**src/rtl/seq_det_pkg.sv**
```systemverilog
// rtl/seq_det_pkg.sv - shared constants and elaboration-time KMP helpers for the pattern detector
package seq_det_pkg;

  localparam int MODE_MEALY  = 0;
  localparam int MODE_MOORE  = 1;
  localparam int MAX_PAT_LEN = 16;

  function automatic logic pat_bit(input logic [MAX_PAT_LEN-1:0] pattern, input int pos);
    return pattern[pos[3:0]];
  endfunction

  // Longest pattern prefix that is a suffix of (first 'state' pattern bits, din_bit).
  // The pattern is received MSB first, so prefix bit j is pattern[len-1-j].
  function automatic int border_next(input logic [MAX_PAT_LEN-1:0] pattern, input int len,
                                     input int state, input logic din_bit);
    int   best;
    int   idx;
    logic match_ok;
    logic c;
    best = 0;
    for (int k = 1; k <= MAX_PAT_LEN; k++) begin
      if (k <= len && k <= state + 1) begin
        match_ok = 1'b1;
        for (int j = 0; j < MAX_PAT_LEN; j++) begin
          if (j < k) begin
            idx = state + 1 - k + j;
            c   = (idx == state) ? din_bit : pat_bit(pattern, len - 1 - idx);
            if (c != pat_bit(pattern, len - 1 - j)) match_ok = 1'b0;
          end
        end
        if (match_ok) best = k;
      end
    end
    return best;
  endfunction

  // Longest proper prefix of the whole pattern that is also its suffix.
  function automatic int full_border(input logic [MAX_PAT_LEN-1:0] pattern, input int len);
    int   best;
    logic match_ok;
    best = 0;
    for (int k = 1; k < MAX_PAT_LEN; k++) begin
      if (k < len) begin
        match_ok = 1'b1;
        for (int j = 0; j < MAX_PAT_LEN; j++) begin
          if (j < k && pat_bit(pattern, len - 1 - j) != pat_bit(pattern, k - 1 - j))
            match_ok = 1'b0;
        end
        if (match_ok) best = k;
      end
    end
    return best;
  endfunction

endpackage

```
**src/rtl/sat_counter.sv**
```systemverilog
// rtl/sat_counter.sv - saturating event counter with sticky saturation flag and sync clear
module sat_counter #(
  parameter int W = 8
) (
  input  logic         clk,
  input  logic         rst_n,
  input  logic         inc,
  input  logic         clear,
  output logic [W-1:0] q,
  output logic         sat
);

  localparam logic [W-1:0] MAX = '1;

  // Clear has priority over a coincident increment.
  always_ff @(posedge clk or negedge rst_n) begin
    if (!rst_n) begin
      q   <= '0;
      sat <= 1'b0;
    end else if (clear) begin
      q   <= '0;
      sat <= 1'b0;
    end else if (inc && q != MAX) begin
      q <= q + 1'b1;
      if (q == MAX - 1'b1) sat <= 1'b1;
    end
  end

endmodule

```
**src/rtl/seq_detector_param.sv**
```systemverilog
// rtl/seq_detector_param.sv - parametrised serial pattern detector, Mealy/Moore, overlap option
module seq_detector_param
  import seq_det_pkg::*;
#(
  parameter int                 PAT_LEN = 4,
  parameter logic [PAT_LEN-1:0] PATTERN = 4'b1101,
  parameter int                 OVERLAP = 1,
  parameter int                 MOORE   = MODE_MEALY,
  parameter int                 CNT_W   = 8
) (
  input  logic             clk,
  input  logic             rst_n,
  input  logic             en,
  input  logic             din,
  input  logic             clear,
  output logic             dout,
  output logic [CNT_W-1:0] match_count,
  output logic             count_sat
);

  localparam int                     ST_W      = $clog2(PAT_LEN + 1);
  localparam logic [MAX_PAT_LEN-1:0] PAT_EXT   = MAX_PAT_LEN'(PATTERN);
  localparam logic [ST_W-1:0]        S_FULL    = ST_W'(PAT_LEN);
  localparam logic [ST_W-1:0]        S_RESTART =
    (OVERLAP != 0) ? ST_W'(full_border(PAT_EXT, PAT_LEN)) : '0;

  logic [ST_W-1:0] tab0 [PAT_LEN];
  logic [ST_W-1:0] tab1 [PAT_LEN];

  for (genvar i = 0; i < PAT_LEN; i++) begin : g_tab
    assign tab0[i] = ST_W'(border_next(PAT_EXT, PAT_LEN, i, 1'b0));
    assign tab1[i] = ST_W'(border_next(PAT_EXT, PAT_LEN, i, 1'b1));
  end

  logic [ST_W-1:0] s;
  logic [ST_W-1:0] s_eff;
  logic [ST_W-1:0] s_adv;
  logic [ST_W-1:0] s_next;
  logic            hit;

  always_ff @(posedge clk or negedge rst_n) begin
    if (!rst_n) s <= '0;
    else        s <= s_next;
  end

  // Moore's full-match state behaves like the restart state for the next bit.
  always_comb begin
    s_eff  = s;
    s_adv  = '0;
    s_next = s;
    hit    = 1'b0;
    if (s == S_FULL) s_eff = S_RESTART;
    for (int i = 0; i < PAT_LEN; i++) begin
      if (s_eff == ST_W'(i)) s_adv = din ? tab1[i] : tab0[i];
    end
    hit = en && (s_adv == S_FULL);
    if (en) begin
      if (MOORE == MODE_MOORE) s_next = s_adv;
      else                     s_next = hit ? S_RESTART : s_adv;
    end
  end

  if (MOORE == MODE_MOORE) begin : g_moore
    logic dout_q;
    always_ff @(posedge clk or negedge rst_n) begin
      if (!rst_n)  dout_q <= 1'b0;
      else if (en) dout_q <= hit;
    end
    assign dout = dout_q;
  end else begin : g_mealy
    assign dout = hit;
  end

  sat_counter #(
    .W(CNT_W)
  ) u_cnt (
    .clk  (clk),
    .rst_n(rst_n),
    .inc  (hit),
    .clear(clear),
    .q    (match_count),
    .sat  (count_sat)
  );

endmodule

```
**config.mk**
```make
export PLATFORM = sky130hd
export DESIGN_NAME = seq_detector_param
export DESIGN_NICKNAME = d
export VERILOG_FILES = /design/src/rtl/seq_det_pkg.sv /design/src/rtl/sat_counter.sv /design/src/rtl/seq_detector_param.sv
export SDC_FILE = /design/constraint.sdc
export NUM_CORES = 1
export LEC_CHECK = 0
export CAP_MARGIN = 10
export CORE_MARGIN = 2
export CORE_UTILIZATION = 45
export DETAILED_ROUTE_END_ITERATION = 10
export PLACE_DENSITY_LB_ADDON = 0.12
export SYNTH_ARGS = -nofsm -noshare
export SYNTH_HDL_FRONTEND = slang
export SYNTH_SLANG_ARGS = --single-unit
```
**constraint.sdc**
```tcl
create_clock -name clk -period 2.67 [get_ports clk]
set_clock_uncertainty 0.2 [all_clocks]
set_input_delay 0.534 -clock clk [delete_from_list [all_inputs] [get_ports clk]]
set_output_delay 0.534 -clock clk [all_outputs]
set_load 0.03 [all_outputs]
```
# ---- Word-level counts from Yosys, hierarchy flattened
# Cells that the tools add are included.
dict set report totals {
  ff_bits 12
  wordCells 32
}
dict set report classes {
  addsub 1
  eq_ne 7
  mux 15
  n_reduce_logical 6
}
# op count
set op_table {}
lappend op_table {{$mux 3} 6}
lappend op_table {{$mux 8} 2}
lappend op_table {{$add 8x1->8 const B} 1}
lappend op_table {{$eq 8x8->1 const B} 1}
lappend op_table {{$ne 8x8->1 const B} 1}
lappend op_table {{$eq 3x2->1 const B} 2}
lappend op_table {{$eq 3x3->1 const B} 2}
lappend op_table {{$mux 1} 6}
lappend op_table {{$reduce_bool 2->1} 2}
lappend op_table {{$eq 3x1->1 const B} 1}
lappend op_table {{$logic_not 3->1} 1}
lappend op_table {{$logic_and 1x1->1} 2}
lappend op_table {{$mux 2} 1}
lappend op_table {{$reduce_and 2->1} 1}

# ---- Logic depth before layout (Yosys ltp)
# Gate-level depths: netlist of run 1.
dict set report depth {
  ltp_word 12
  mapped_depth 5
  depth_no_buf 5
}

# ---- By module
# From an unflattened synthesis of run 1, not the netlist that was laid out.
dict set report unflattened {
  hier_cells 69
  area_unflattened_um2 635.6
}
# mod n_inst cells_each area_per_inst_um2
set by_module_without_submodules {}
lappend by_module_without_submodules {sat_counter 1 52 479.2}
lappend by_module_without_submodules {seq_detector_param 1 17 156.4}

# ---- Worst setup path after synthesis of run 1
# OpenSTA, ideal clock, no wires.
dict set report synth_path {
  path_kind {input to register}
  start {input en}
  end {register u_cnt.q[0]}
  setup_ns 0.125
  t_arrival_ns 1.762
  required_ns 2.345
  path_slack_ns 0.583
  stages 4
  path_buffers 0
  path_cell_list {nand4_2 nor2_1 o31a_1 mux2_2}
}
dict set report synth_via {
  elab_chain_cells 3
}
# item line
set synth_rtl {}
lappend synth_rtl {{start: declaration} seq_detector_param.sv:13} ;# input logic en,
lappend synth_rtl {{$logic_and 1x1->1} seq_detector_param.sv:56} ;# hit = en && (s_adv == S_FULL);
lappend synth_rtl {{net dout} seq_detector_param.sv:16} ;# output logic dout,
lappend synth_rtl {{$logic_and 1x1->1} sat_counter.sv:23} ;# end else if (inc && q != MAX) begin
lappend synth_rtl {{$reduce_bool 2->1 (no source line)} n/a}
lappend synth_rtl {{end signal: assignment} sat_counter.sv:24} ;# q <= q + 1'b1;
lappend synth_rtl {{end: declaration} sat_counter.sv:9} ;# output logic [W-1:0] q,
# The timed path passes the listed nets, and every way through them passes these cells.
# A chain may end at the register's enable or synchronous reset.

# ---- Worst setup path after layout of run 1
dict set report layout_path {
  start {input din}
  end {output dout}
}
dict set report layout_via {
  elab_chain_cells 7
  word_cells_on_any_way 10
  cone_classes {eq/ne: 1; mux: 8; reduce/logical: 1}
}
# item line
set layout_rtl {}
lappend layout_rtl {{start: declaration} seq_detector_param.sv:14} ;# input logic din,
lappend layout_rtl {{$mux 1 (2 in series)} seq_detector_param.sv:54} ;# if (s_eff == ST_W'(i)) s_adv = din ? tab1[i] : tab0[i];
lappend layout_rtl {{$mux 3 (2 in series)} seq_detector_param.sv:54}
lappend layout_rtl {{$mux 3 *} seq_detector_param.sv:54}
lappend layout_rtl {{$eq 3x3->1 *} seq_detector_param.sv:56}
lappend layout_rtl {{$logic_and 1x1->1 *} seq_detector_param.sv:56}
lappend layout_rtl {{end: declaration} seq_detector_param.sv:16}
# Mark *: on every way between the ends. The rest lies on a longest branch, timed or not.

==> summary by stage, run 1 <==
Floorplan
The floorplan step defined a die boundary enclosing 1920 µm². The starting density of the core is 0.480. The chip width is 43.8 µm. The number of cell rows is 14. Measured along the y axis, the die boundary spans 43.8 µm. The placeable core region is 1490 µm². The number of placed I/O pins is 15.

Worst setup path
STA classifies the critical path startpoint as a primary input. The peak fanout along the critical path is 5. The length in cells of the worst reg-to-reg path is 4. The required arrival time at the worst endpoint is 1.94 ns.

The worst setup path category is in2out. In this run the critical register-to-register path is captured at u_cnt.q[7]$_DFFE_PN0P_. The worst setup path is captured at a primary output. The arrival time at the worst endpoint is 1.74 ns. The reg2reg setup slack is 0.64 ns. The launch instance of the worst register-to-register path is s[0]$_DFFE_PN0P_.

Detailed routing
Dividing the detail-routed wire length by the instance count gives 14.1 µm. The count of antenna-violating nets left after detailed routing is 0. The count of TritonRoute iterations in the first routing pass is 4. The total length of routed wires is 1.55 mm.

Dividing the detail-routed via count by the number of cells gives 5.87. The final route contains 646 vias. The post-route DRC violation count is 0. The DRC violation total after the first TritonRoute iteration is 14.

Logic synthesis
Synthesis inferred 12 register bits. The distinct cell type count of the synthesized netlist is 34. The number of nets in the synthesized netlist is 85. The area share of the largest cell type after synthesis is 0.420. A synthesized cell averages 9.16 µm².

Yosys attributes the largest share of cell area to sky130_fd_sc_hd__dfrtp_1 (42%), sky130_fd_sc_hd__nor2_1 (5.3%), sky130_fd_sc_hd__ha_1 (3.5%). Ranked by instance count, the synthesized netlist is headed by sky130_fd_sc_hd__dfrtp_1 (12), sky130_fd_sc_hd__nor2_1 (10), sky130_fd_sc_hd__nand2_1 (6), sky130_fd_sc_hd__nor3_1 (5), sky130_fd_sc_hd__o21ai_0 (4). Among all flip-flop cells after synthesis, the most frequent one is sky130_fd_sc_hd__dfrtp_1. The library cell with the highest instance count after synthesis is sky130_fd_sc_hd__dfrtp_1. The cell count after synthesis came out at 78. For this run, asynchronously set or reset flops after synthesis account for 1.00. Of all cell types, the one taking the most synthesized area is sky130_fd_sc_hd__dfrtp_1. The count of warnings emitted by yosys is 0. The number of enable-type register cells in the synthesized netlist is 0. The sequential-to-total area share from yosys stat is 0.420. In this run the cell area of the synthesized design comes to 714 µm².

Timing
After layout, the minimum clock period comes to 2.47 ns. Adding up every negative setup slack in the final design gives 0 ns. The final worst hold slack is 0.321 ns. The hold violation count in the final report is 0. The actual transition at the worst max-transition pin is 0.614 ns.

Of the available clock period, the critical path in the final layout requires 0.925. Setup violations remaining at the end of the flow were counted as 0. The achievable clock frequency is 405 MHz.

The relative max-transition margin is 0.580. The max-slew violation count is 0. Setup repair after global routing left no endpoint under its margin.

Power and ir drop
The peak ir drop on the vdd network is 0.000353 V. In this run the power density over the cells is 502 nW/µm². Overall power consumption after layout is estimated at 0.453 mW. The standby leakage power is 0.355 nW.

Clock network
The clock tree root driver cell is sky130_fd_sc_hd__clkbuf_4. Buffers inserted during clock tree synthesis total 3. For this design, the CTS-stage hold fixing added 0 buffers. CTS built an H-tree with a depth of 1.

The CTS clock-pin slew for the worst setup and hold paths is 0.08 ns. TritonCTS built the clock tree. Clock latency on the worst-skew pair, taken at its later pin, is 0.28 ns. Counting every sink on the clock net gives 12. The number of post-CTS setup repair buffers is 0. In this run the deepest clock path goes through 2 buffers. The post-cts gate resize count is 0.

Cells and area
The number of diodes added for antenna fixing is 0. The layout has 125 filler cells. In the final layout, the share of cells above drive strength 1 is 0.106. The number of nets in the final layout is 102. The area added between synthesis and finish is 26.4%.

Min path
The end point of the most critical hold path is u_cnt.sat$_DFFE_PN0P_. The worst hold path begins at u_cnt.sat$_DFFE_PN0P_. The worst hold path was traced through 2 stages. The worst hold-check path type is reg2reg.

Placement
Summed over all nets, the half-perimeter wirelength after detailed placement is 1.09 mm. The count of buffers added on input and output ports is 14. Routability-driven placement finished with a final weighted congestion of 0.777.

Global route
The total track usage is 0.196. Summed over all layers, the global routing overflow is 0. The first global-routing pass estimated 2.80 mm of wire. The pin count of the biggest net entering global routing is 13. The initial antenna violation count is 0. The number of global-route vias before repair came to 598.

Run status
The flow ran to the end, and the final reports show no timing, DRC or antenna violations.

Flow run
The number of max-cap violations is 0.
-- critical path, stage by stage --
cell and delay [ns]:
sky130_fd_sc_hd__clkdlybuf4s50_1 0.56, sky130_fd_sc_hd__nand4_2 0.16, sky130_fd_sc_hd__nor2_1 0.27, sky130_fd_sc_hd__buf_4 0.22
-- area by class of cell --
class | count | area, µm² | share of cell area
inverter | 3 | 11.3 | 0.0125
sequential | 12 | 300 | 0.332
clock buffer | 4 | 36.3 | 0.0402
timing repair buffer | 15 | 145 | 0.161
tap | 16 | 20.0 | 0.0222
multi-input combinational | 60 | 390 | 0.432
-- metrics by stage --
stage               instances  cell area [µm²]  setup slack, ns   util
floorplan                  78              714            0.583      -
global placement          106              867            0.170  0.582
detailed placement        106              867            0.109  0.582
CTS                       110              903            0.224  0.607
global route              110              903            0.122  0.607
finish                    110              903            0.200  0.607
-- where the power goes --
| part | total, mW | leakage (nW) | switching (mW) | internal (mW) |
|---|---|---|---|---|
| registers | 0.234 | 0.165 | 0.0373 | 0.197 |
| logic | 0.0703 | 0.169 | 0.0360 | 0.0343 |
| clock network | 0.149 | 0.0210 | 0.0657 | 0.0830 |
| total | 0.453 | 0.355 | 0.139 | 0.314 |
-- cell usage in the layout, fill, tap and decap left out, types with 3 or more instances in the layout --
| cell | n |
|---|---|
| sky130_fd_sc_hd__clkdlybuf4s50_1 | 13 |
| sky130_fd_sc_hd__clkbuf_4 | 3 |
| sky130_fd_sc_hd__o21ai_0 | 4 |
| sky130_fd_sc_hd__nand2_1 | 6 |
| sky130_fd_sc_hd__nand3_1 | 3 |
| sky130_fd_sc_hd__a21oi_1 | 3 |
| sky130_fd_sc_hd__nor3_1 | 5 |
| sky130_fd_sc_hd__nor2_1 | 10 |
| sky130_fd_sc_hd__inv_1 | 3 |
| sky130_fd_sc_hd__dfrtp_1 | 12 |
-- flip-flops by register name, summed over array words and instances (netlist names) --
name and flops:
s 3, u_cnt.sat 1, u_cnt.q 8
-- cell families (layout without fill, tap and decap cells) --
family | Yosys count | count (layout) | share of synthesized area
simple gates | 37 | 37 | 0.287
compound gates | 15 | 15 | 0.140
flops | 12 | 12 | 0.420
buf+inv | 6 | 22 | 0.0333
mux | 4 | 4 | 0.0595
fa+ha+maj | 2 | 2 | 0.0350
xor+xnor | 2 | 2 | 0.0245
-- worst max-delay path by stage --
stage | startpoint | end | slack, ns | cells past startpoint
final | din | dout | 0.20 | 4
after global routing | din | dout | 0.12 | 4
after CTS | din | dout | 0.22 | 4
after detailed placement | din | u_cnt.q[7]$_DFFE_PN0P_ | 0.11 | 5
after global placement | din | u_cnt.q[7]$_DFFE_PN0P_ | 0.17 | 5
after floorplan | en | u_cnt.q[0]$_DFFE_PN0P_ | 0.58 | 4
-- per-layer routing --
layer	vias up	wire length [µm]	track usage
li1	319	-	-
met1	305	779	0.283
met2	17	666	0.288
met3	5	70	0.0292
met4	0	30	0.0909
met5	-	0	0
Note: power is estimated with default switching activity, not from simulation.
==> run 2, diff against run 1 <==
--- a/config.mk
+++ b/config.mk
@@ -12,4 +12,5 @@
 export PLACE_DENSITY_LB_ADDON = 0.12
 export SYNTH_ARGS = -nofsm -noshare
 export SYNTH_HDL_FRONTEND = slang
+export SYNTH_HIERARCHICAL = 1
 export SYNTH_SLANG_ARGS = --single-unit
==> summary by stage, run 2 <==
Worst setup path
The critical path launch point is en. The critical path goes through clkdlybuf4s50_1 > nand2_1 > nor3_2 > buf_4 > buf_4. The cell repeated most along the worst path is sky130_fd_sc_hd__buf_4. The launch instance of the worst register-to-register path is s[1]$_DFFE_PN0P_. The worst setup path is of the in2out kind. The required arrival time at the worst endpoint is 1.94 ns (about the same). The arrival time at the worst endpoint is 1.74 ns (about the same). The length in cells of the worst reg-to-reg path is 7 (+3). The kind of capture point of the worst setup path is a primary output. The reg2reg setup slack is 0.85 ns (+0.21 ns). The kind of launch point of the worst setup path is a primary input. The peak per-stage delay on the critical path is 0.54 ns (-0.02 ns). The endpoint identified for the worst register-to-register timing path is u_cnt/q[7]$_DFFE_PN0P_. The peak fanout along the critical path is 8 (+3). The standard cell with the maximum stage delay on the critical path is sky130_fd_sc_hd__clkdlybuf4s50_1.

Logic synthesis
For this run, the leading register cell type out of synthesis is sky130_fd_sc_hd__dfrtp_1. The gate count of the mapped netlist is 69 (-12%). The sequential-to-total area share from yosys stat is 0.472 (+0.0521). The area share of the largest cell type after synthesis is 0.472 (+0.0521).

The count of warnings emitted by yosys came to 6 (+6). The net count after synthesis is 76 (-11%). Yosys attributes the largest share of cell area to sky130_fd_sc_hd__dfrtp_1 (47%), sky130_fd_sc_hd__nand3_1 (5.5%), sky130_fd_sc_hd__nor2_1 (5.3%). The most common cell in the synthesized netlist is sky130_fd_sc_hd__dfrtp_1.

The distinct cell type count of the synthesized netlist came to 27 (-21%). The total of flip-flops plus latches after synthesis is 12 (unchanged). The fraction of registers with async set/reset is 1.00 (unchanged). The average size of a mapped cell is 9.21 µm² (+0.57%). The largest area contributor in the synthesized netlist is sky130_fd_sc_hd__dfrtp_1. Ranked by instance count, the synthesized netlist is headed by sky130_fd_sc_hd__dfrtp_1 (12), sky130_fd_sc_hd__nor2_1 (9), sky130_fd_sc_hd__nand3_1 (7), sky130_fd_sc_hd__nor3_1 (5), sky130_fd_sc_hd__nand2_1 (4). The combined area of all synthesized cells is 636 µm² (-11%). The number of enable-type register cells in the synthesized netlist is 0 (unchanged).

Cells and area
The final standard cell utilization of the core is 0.622 (+0.0153). The largest registers in the layout are u_cnt/q x8, s x3, u_cnt/sat x1. The number of diodes added for antenna fixing came to 0 (unchanged).

The share of cells above drive strength 1 is 0.0814 (-0.0250). More flip-flops sit in one register than any other, and that register is u_cnt/q. The number of flip-flops under the largest register name is 8 (unchanged). The most common cell after layout, fill and taps aside is sky130_fd_sc_hd__clkdlybuf4s50_1. The non-filler instance count after layout came to 101 (-8.2%).

The top cell types in the final layout, fill and taps aside, are sky130_fd_sc_hd__clkdlybuf4s50_1 (13), sky130_fd_sc_hd__dfrtp_1 (12), sky130_fd_sc_hd__nor2_1 (9), sky130_fd_sc_hd__nand3_1 (7). The area added between synthesis and finish is 28.9%. The number of nets in the final layout was 95 (-6.9%).

The number of fillers in the final layout came to 113 (-9.6%).

Clock network
The post-cts gate resize count is 0 (unchanged). The clock buffer count from CTS came to 3 (unchanged). The clock latency on the worst-skew pair is 0.26 ns (-0.02 ns). The CTS clock-pin slew for the worst setup and hold paths is 0.07 ns (about the same). The CTS sink count came to 12 (unchanged). The clock tree from TritonCTS is built. The clock tree root driver cell is sky130_fd_sc_hd__clkbuf_4. The H-tree depth reported by CTS is 1 (unchanged).

The buffer levels on the longest clock path is 2 (unchanged). The count of hold buffers inserted by post-cts repair is 0 (unchanged). The number of post-CTS setup repair buffers came to 0 (unchanged).

Floorplan
The starting density of the core is 0.482 (+0.00260). The placeable core region was 1320 µm² (-12%). The number of cell rows is 13 (-1). The total die area is 1730 µm² (-10%).

The overall die height is 41.6 µm (-5.2%). The chip width was 41.6 µm (-5.2%). The number of placed I/O pins is 15 (unchanged).

Detailed routing
The DRC violation total after the first TritonRoute iteration is 13 (-1). The total length of routed wires is 1.24 mm (-20%). The per-cell routed wire length is 12.3 µm (-13%). The detailed-route via count is 575 (-11%).

The post-route DRC violation count is 0 (unchanged). The number of vias per cell came to 5.69 (-3.1%). The count of antenna-violating nets left after detailed routing is 0 (unchanged).

The count of TritonRoute iterations in the first routing pass was 4 (unchanged).

Timing
Setup repair after global routing left no endpoint under its margin. The minimum period implied by the final worst setup slack is 2.47 ns (+0.000226 ns). The actual transition at the worst max-transition pin is 0.538 ns (-0.0757 ns). The hold violation count in the final report is 0 (unchanged). The setup TNS after final layout is 0 ns (unchanged). The post-route fraction of the period consumed by the critical path is 0.925 (about the same). The achievable clock frequency came to 405 MHz (about the same). The max-slew violation count is 0 (unchanged). The setup violation total in the final timing report is 0 (unchanged). The relative max-transition margin came to 0.640 (+0.0599).

Global route
The global-route wire length before repair was 2.21 mm (-21%). The number of global-route vias before repair is 505 (-16%). The initial antenna violation count is 0 (unchanged). The total track usage is 0.163 (-0.0337). The total congestion overflow after global routing was 0 (unchanged). The pin count of the biggest net entering global routing is 13 (unchanged).

Placement
The number of port buffers is 14 (unchanged). The weighted congestion reported at the end of routability-driven placement came to 0.790 (+1.6%). The estimated wirelength of the detail-placed design is 914 µm (-16%). The total instance count after detailed placement is 98 (-7.5%).

Power and ir drop
The peak ir drop on the vdd network came to 0.000276 V (-22%). The power per cell area is 489 nW/µm² (-2.5%). The standby leakage power is 0.322 nW (-9.4%).

Min path
The worst hold-check path type is reg2reg. The end point of the most critical hold path is u_cnt/sat$_DFFE_PN0P_. The start point of the worst hold path is u_cnt/sat$_DFFE_PN0P_. The number of cells on the worst hold path is 2 (unchanged).

Flow run
The number of max-cap violations is 0 (unchanged).

Run status
The run finished with clean final reports.
==> run 2: logic make-up (layout without fill, tap and decap cells) <==
logic type,count (synthesis),in the layout,share of synthesized area
and+or+nand+nor,36,36,0.293
adders and majority gates,2,2,0.0394
buffers and inverters,4,21,0.0295
DFF,12,12,0.472
AOI/OAI and AO/OA,11,11,0.110
xor gates and xnor gates,4,4,0.0551
==> run 2: cell type report <==
cell class	count	area, µm²	area share
Multi-Input combinational cell	53	322	0.392
Sequential cell	12	300	0.366
Tap cell	15	18.8	0.0229
Inverter	3	11.3	0.0137
Clock buffer	3	22.5	0.0275
Timing Repair Buffer	15	145	0.177
==> run 2: per-layer routing <==
metal | part of all wire | up-vias | GRT usage
met1 | 0.53 | 265 | 0.250
li1 | - | 285 | -
met3 | 0.056 | 2 | 0.0304
met2 | 0.41 | 23 | 0.225
met5 | 0 | - | 0
met4 | 0.0048 | 0 | 0.0581
==> run 2: through the flow <==
stage | setup WS [ns] | instance area (µm²) | total power, mW | hold slack [ns]
2_1_floorplan | 0.310 | 641 | 0.271 | 0.0384
3_3_place_gp | 0.171 | 797 | 0.297 | 0.295
3_5_place_dp | 0.164 | 797 | 0.300 | 0.297
4_1_cts | 0.206 | 820 | 0.408 | 0.318
5_1_grt | 0.0929 | 820 | 0.427 | 0.377
6_report | 0.200 | 820 | 0.401 | 0.314
==> run 2: how the worst max path moves through the flow <==
stage                                        end  cells after the start  slack, ns
final                                       dout                      5       0.20
after global routing                        dout                      5       0.09
after CTS                                   dout                      5       0.21
after detailed placement  u_cnt/q[7]$_DFFE_PN0P_                      8       0.16
after global placement    u_cnt/q[7]$_DFFE_PN0P_                      8       0.17
after floorplan           u_cnt/q[5]$_DFFE_PN0P_                      6       0.31
==> run 2: where the power goes <==
group          internal (mW)  leakage (nW)  switching [mW]
Combinational         0.0407         0.143          0.0377
Clock                 0.0520        0.0138          0.0525
Sequential             0.197         0.165          0.0209
Total                  0.290         0.322           0.111
==> run 2: worst max-delay path, delay by kind of cell <==
family                 cells  cell delay [ns]
buffers and inverters      3             0.89
AND/OR/NAND/NOR            2             0.32
==> run 3, diff against run 2 <==
==> constraint.sdc (replaced) <==
create_clock -name clk -period 2.65 [get_ports clk]
set_clock_uncertainty 0.2 [all_clocks]
set_input_delay 0.53 -clock clk [delete_from_list [all_inputs] [get_ports clk]]
set_output_delay 0.53 -clock clk [all_outputs]
set_load 0.03 [all_outputs]
==> summary by stage, run 3 (synthesized netlist as in run 2, its figures left out) <==
Worst setup path
The worst setup path category is in2out. STA classifies the critical path startpoint as a primary input. The length in cells of the worst reg-to-reg path was 6 (-1). The required arrival time at the worst endpoint is 1.92 ns (-0.02 ns). The kind of capture point of the worst setup path is a primary output.

The arrival time at the worst endpoint is 1.76 ns (+0.02 ns). The peak fanout along the critical path is 4 (-4). The launch instance of the worst register-to-register path is s[1]$_DFFE_PN0P_. The reg2reg setup slack is 0.81 ns (-0.04 ns). Tracing the worst setup path back leads to its startpoint at din.

The reg-to-reg endpoint is u_cnt/q[5]$_DFFE_PN0P_. The capture point of the worst path is dout.

Cells and area
The number of nets in the final layout is 97 (+2.1%). The number of fillers in the final layout is 101 (-11%). The largest register by flop count is u_cnt/q. The non-filler instance count after layout is 104 (+3.0%). The largest registers in the layout are u_cnt/q x8, s x3, u_cnt/sat x1. In the layout the commonest cells are sky130_fd_sc_hd__clkdlybuf4s50_1 (13), sky130_fd_sc_hd__dfrtp_1 (12), sky130_fd_sc_hd__nor2_1 (9), sky130_fd_sc_hd__nand3_1 (7). The share of cells above drive strength 1 is 0.112 (+0.0310). The most common cell after layout, fill and taps aside is sky130_fd_sc_hd__clkdlybuf4s50_1. The post-route cell area came to 848 µm² (+3.5%). The number of diodes added for antenna fixing was 0 (unchanged).

The number of flip-flops under the largest register name was 8 (unchanged). The final standard cell utilization of the core is 0.644 (+0.0218). From synthesis to final layout, the design area changed by 33.5%.

Clock network
The CTS sink count is 12 (unchanged). The CTS clock-pin slew for the worst setup and hold paths was 0.08 ns (about the same). The clock latency on the worst-skew pair was 0.27 ns (about the same).

The post-cts gate resize count is 0 (unchanged). The buffer levels on the longest clock path was 2 (unchanged). The count of hold buffers inserted by post-cts repair is 0 (unchanged). The clock buffer count from CTS is 3 (unchanged).

The number of post-CTS setup repair buffers was 0 (unchanged). CTS placed an instance of sky130_fd_sc_hd__clkbuf_4 at the clock tree root. The H-tree depth reported by CTS is 1 (unchanged). The clock tree from TritonCTS is built.

Min path
The number of cells on the worst hold path is 2 (unchanged). The startpoint identified for the worst hold timing path is u_cnt/sat$_DFFE_PN0P_. The worst hold-check path type is reg2reg.

Timing
The relative max-transition margin came to 0.631 (-0.00918). The final worst hold slack is 0.308 ns (-0.00622 ns). The post-route fraction of the period consumed by the critical path is 0.940. The achievable clock frequency is 401 MHz.

Setup repair after global routing left no endpoint under its margin. The minimum period implied by the final worst setup slack is 2.49 ns. The setup TNS after final layout was 0 ns (unchanged). The actual transition at the worst max-transition pin is 0.552 ns (+0.0137 ns).

The hold violation count in the final report is 0 (unchanged). The setup violation total in the final timing report was 0 (unchanged). The max-slew violation count is 0 (unchanged).

Floorplan
The number of placed I/O pins is 15 (unchanged). The placeable core region is 1320 µm² (unchanged). The starting density of the core is 0.482 (unchanged). The overall die height is 41.6 µm (unchanged). The chip width is 41.6 µm (unchanged).

The number of cell rows was 13 (unchanged). The total die area is 1730 µm² (unchanged).

Placement
The placed instance area is 812 µm² (+1.9%). The estimated wirelength of the detail-placed design is 994 µm (+8.8%). The weighted congestion reported at the end of routability-driven placement is 0.829 (+4.9%).

The number of port buffers came to 14 (unchanged). The total instance count after detailed placement is 100 (+2.0%).

Global route
The number of global-route vias before repair is 538 (+6.5%). The initial antenna violation count is 0 (unchanged). The total congestion overflow after global routing came to 0 (unchanged). The global-route wire length before repair was 2.41 mm (+8.8%). The pin count of the biggest net entering global routing is 13 (unchanged). The total track usage is 0.184 (+0.0215).

Power and ir drop
The power per cell area is 531 nW/µm² (+8.6%). The peak ir drop on the vdd network was 0.000402 V (+46%). The standby leakage power came to 0.340 nW (+5.4%).

Detailed routing
The length of routed met3 wiring came to 55 µm (-20%). The routed length on met2 is 582 µm (+14%). The count of antenna-violating nets left after detailed routing is 0 (unchanged). The detailed-route via count is 562 (-2.3%).

The post-route DRC violation count is 0 (unchanged). The total length of routed wires is 1.43 mm (+15%). The count of TritonRoute iterations in the first routing pass was 4 (unchanged). The number of vias per cell is 5.40 (-5.1%).

The highest layer touched by signal routing is met4. The DRC violation total after the first TritonRoute iteration came to 14 (+1). The per-cell routed wire length is 13.7 µm (+12%). The detailed-route wire length on metal 1 is 762 µm (+17%).

Run status
The run finished with clean final reports.

Flow run
The number of max-cap violations was 0 (unchanged).
[run 3: worst max-delay path, cell delays in order]
cell,delay (ns)
sky130_fd_sc_hd__clkdlybuf4s50_1,0.50
sky130_fd_sc_hd__nand2_1,0.09
sky130_fd_sc_hd__nor3_2,0.30
sky130_fd_sc_hd__buf_4,0.19
sky130_fd_sc_hd__buf_4,0.15
[run 3: final cells by class]
cell class              count  area (µm²)  area share
repair buffers             17         160       0.189
clock buffers               4        36.3      0.0428
well taps                  15        18.8      0.0221
flip-flops and latches     12         300       0.354
multi-input cells          53         322       0.379
inverters                   3        11.3      0.0133
[run 3: report_power, final]
part | total, mW | internal [mW] | switching [mW]
registers | 0.220 | 0.199 | 0.0211
logic | 0.0835 | 0.0433 | 0.0402
clock network | 0.147 | 0.0835 | 0.0640
total | 0.451 | 0.325 | 0.125
[run 3: how the worst min path moves through the flow]
stage	to	slack (ns)
after floorplan	s[0]$_DFFE_PN0P_	0.03
after detailed placement	u_cnt/sat$_DFFE_PN0P_	0.29
final	u_cnt/sat$_DFFE_PN0P_	0.31
after CTS	u_cnt/sat$_DFFE_PN0P_	0.32
after global placement	u_cnt/sat$_DFFE_PN0P_	0.30
after global routing	u_cnt/sat$_DFFE_PN0P_	0.34
[run 3: metrics by stage]
stage / power (mW) / setup WS (ns)
final: 0.451 / 0.159
after global routing: 0.479 / 0.125
after CTS: 0.456 / 0.161
after detailed placement: 0.306 / 0.198
after global placement: 0.304 / 0.236
after floorplan: 0.274 / 0.294
[run 3: routing by layer]
metal | GRT usage | vias to the layer above
met5 | 0 | -
met4 | 0.123 | 0
met3 | 0.0348 | 4
met2 | 0.250 | 18
met1 | 0.263 | 251
li1 | - | 289
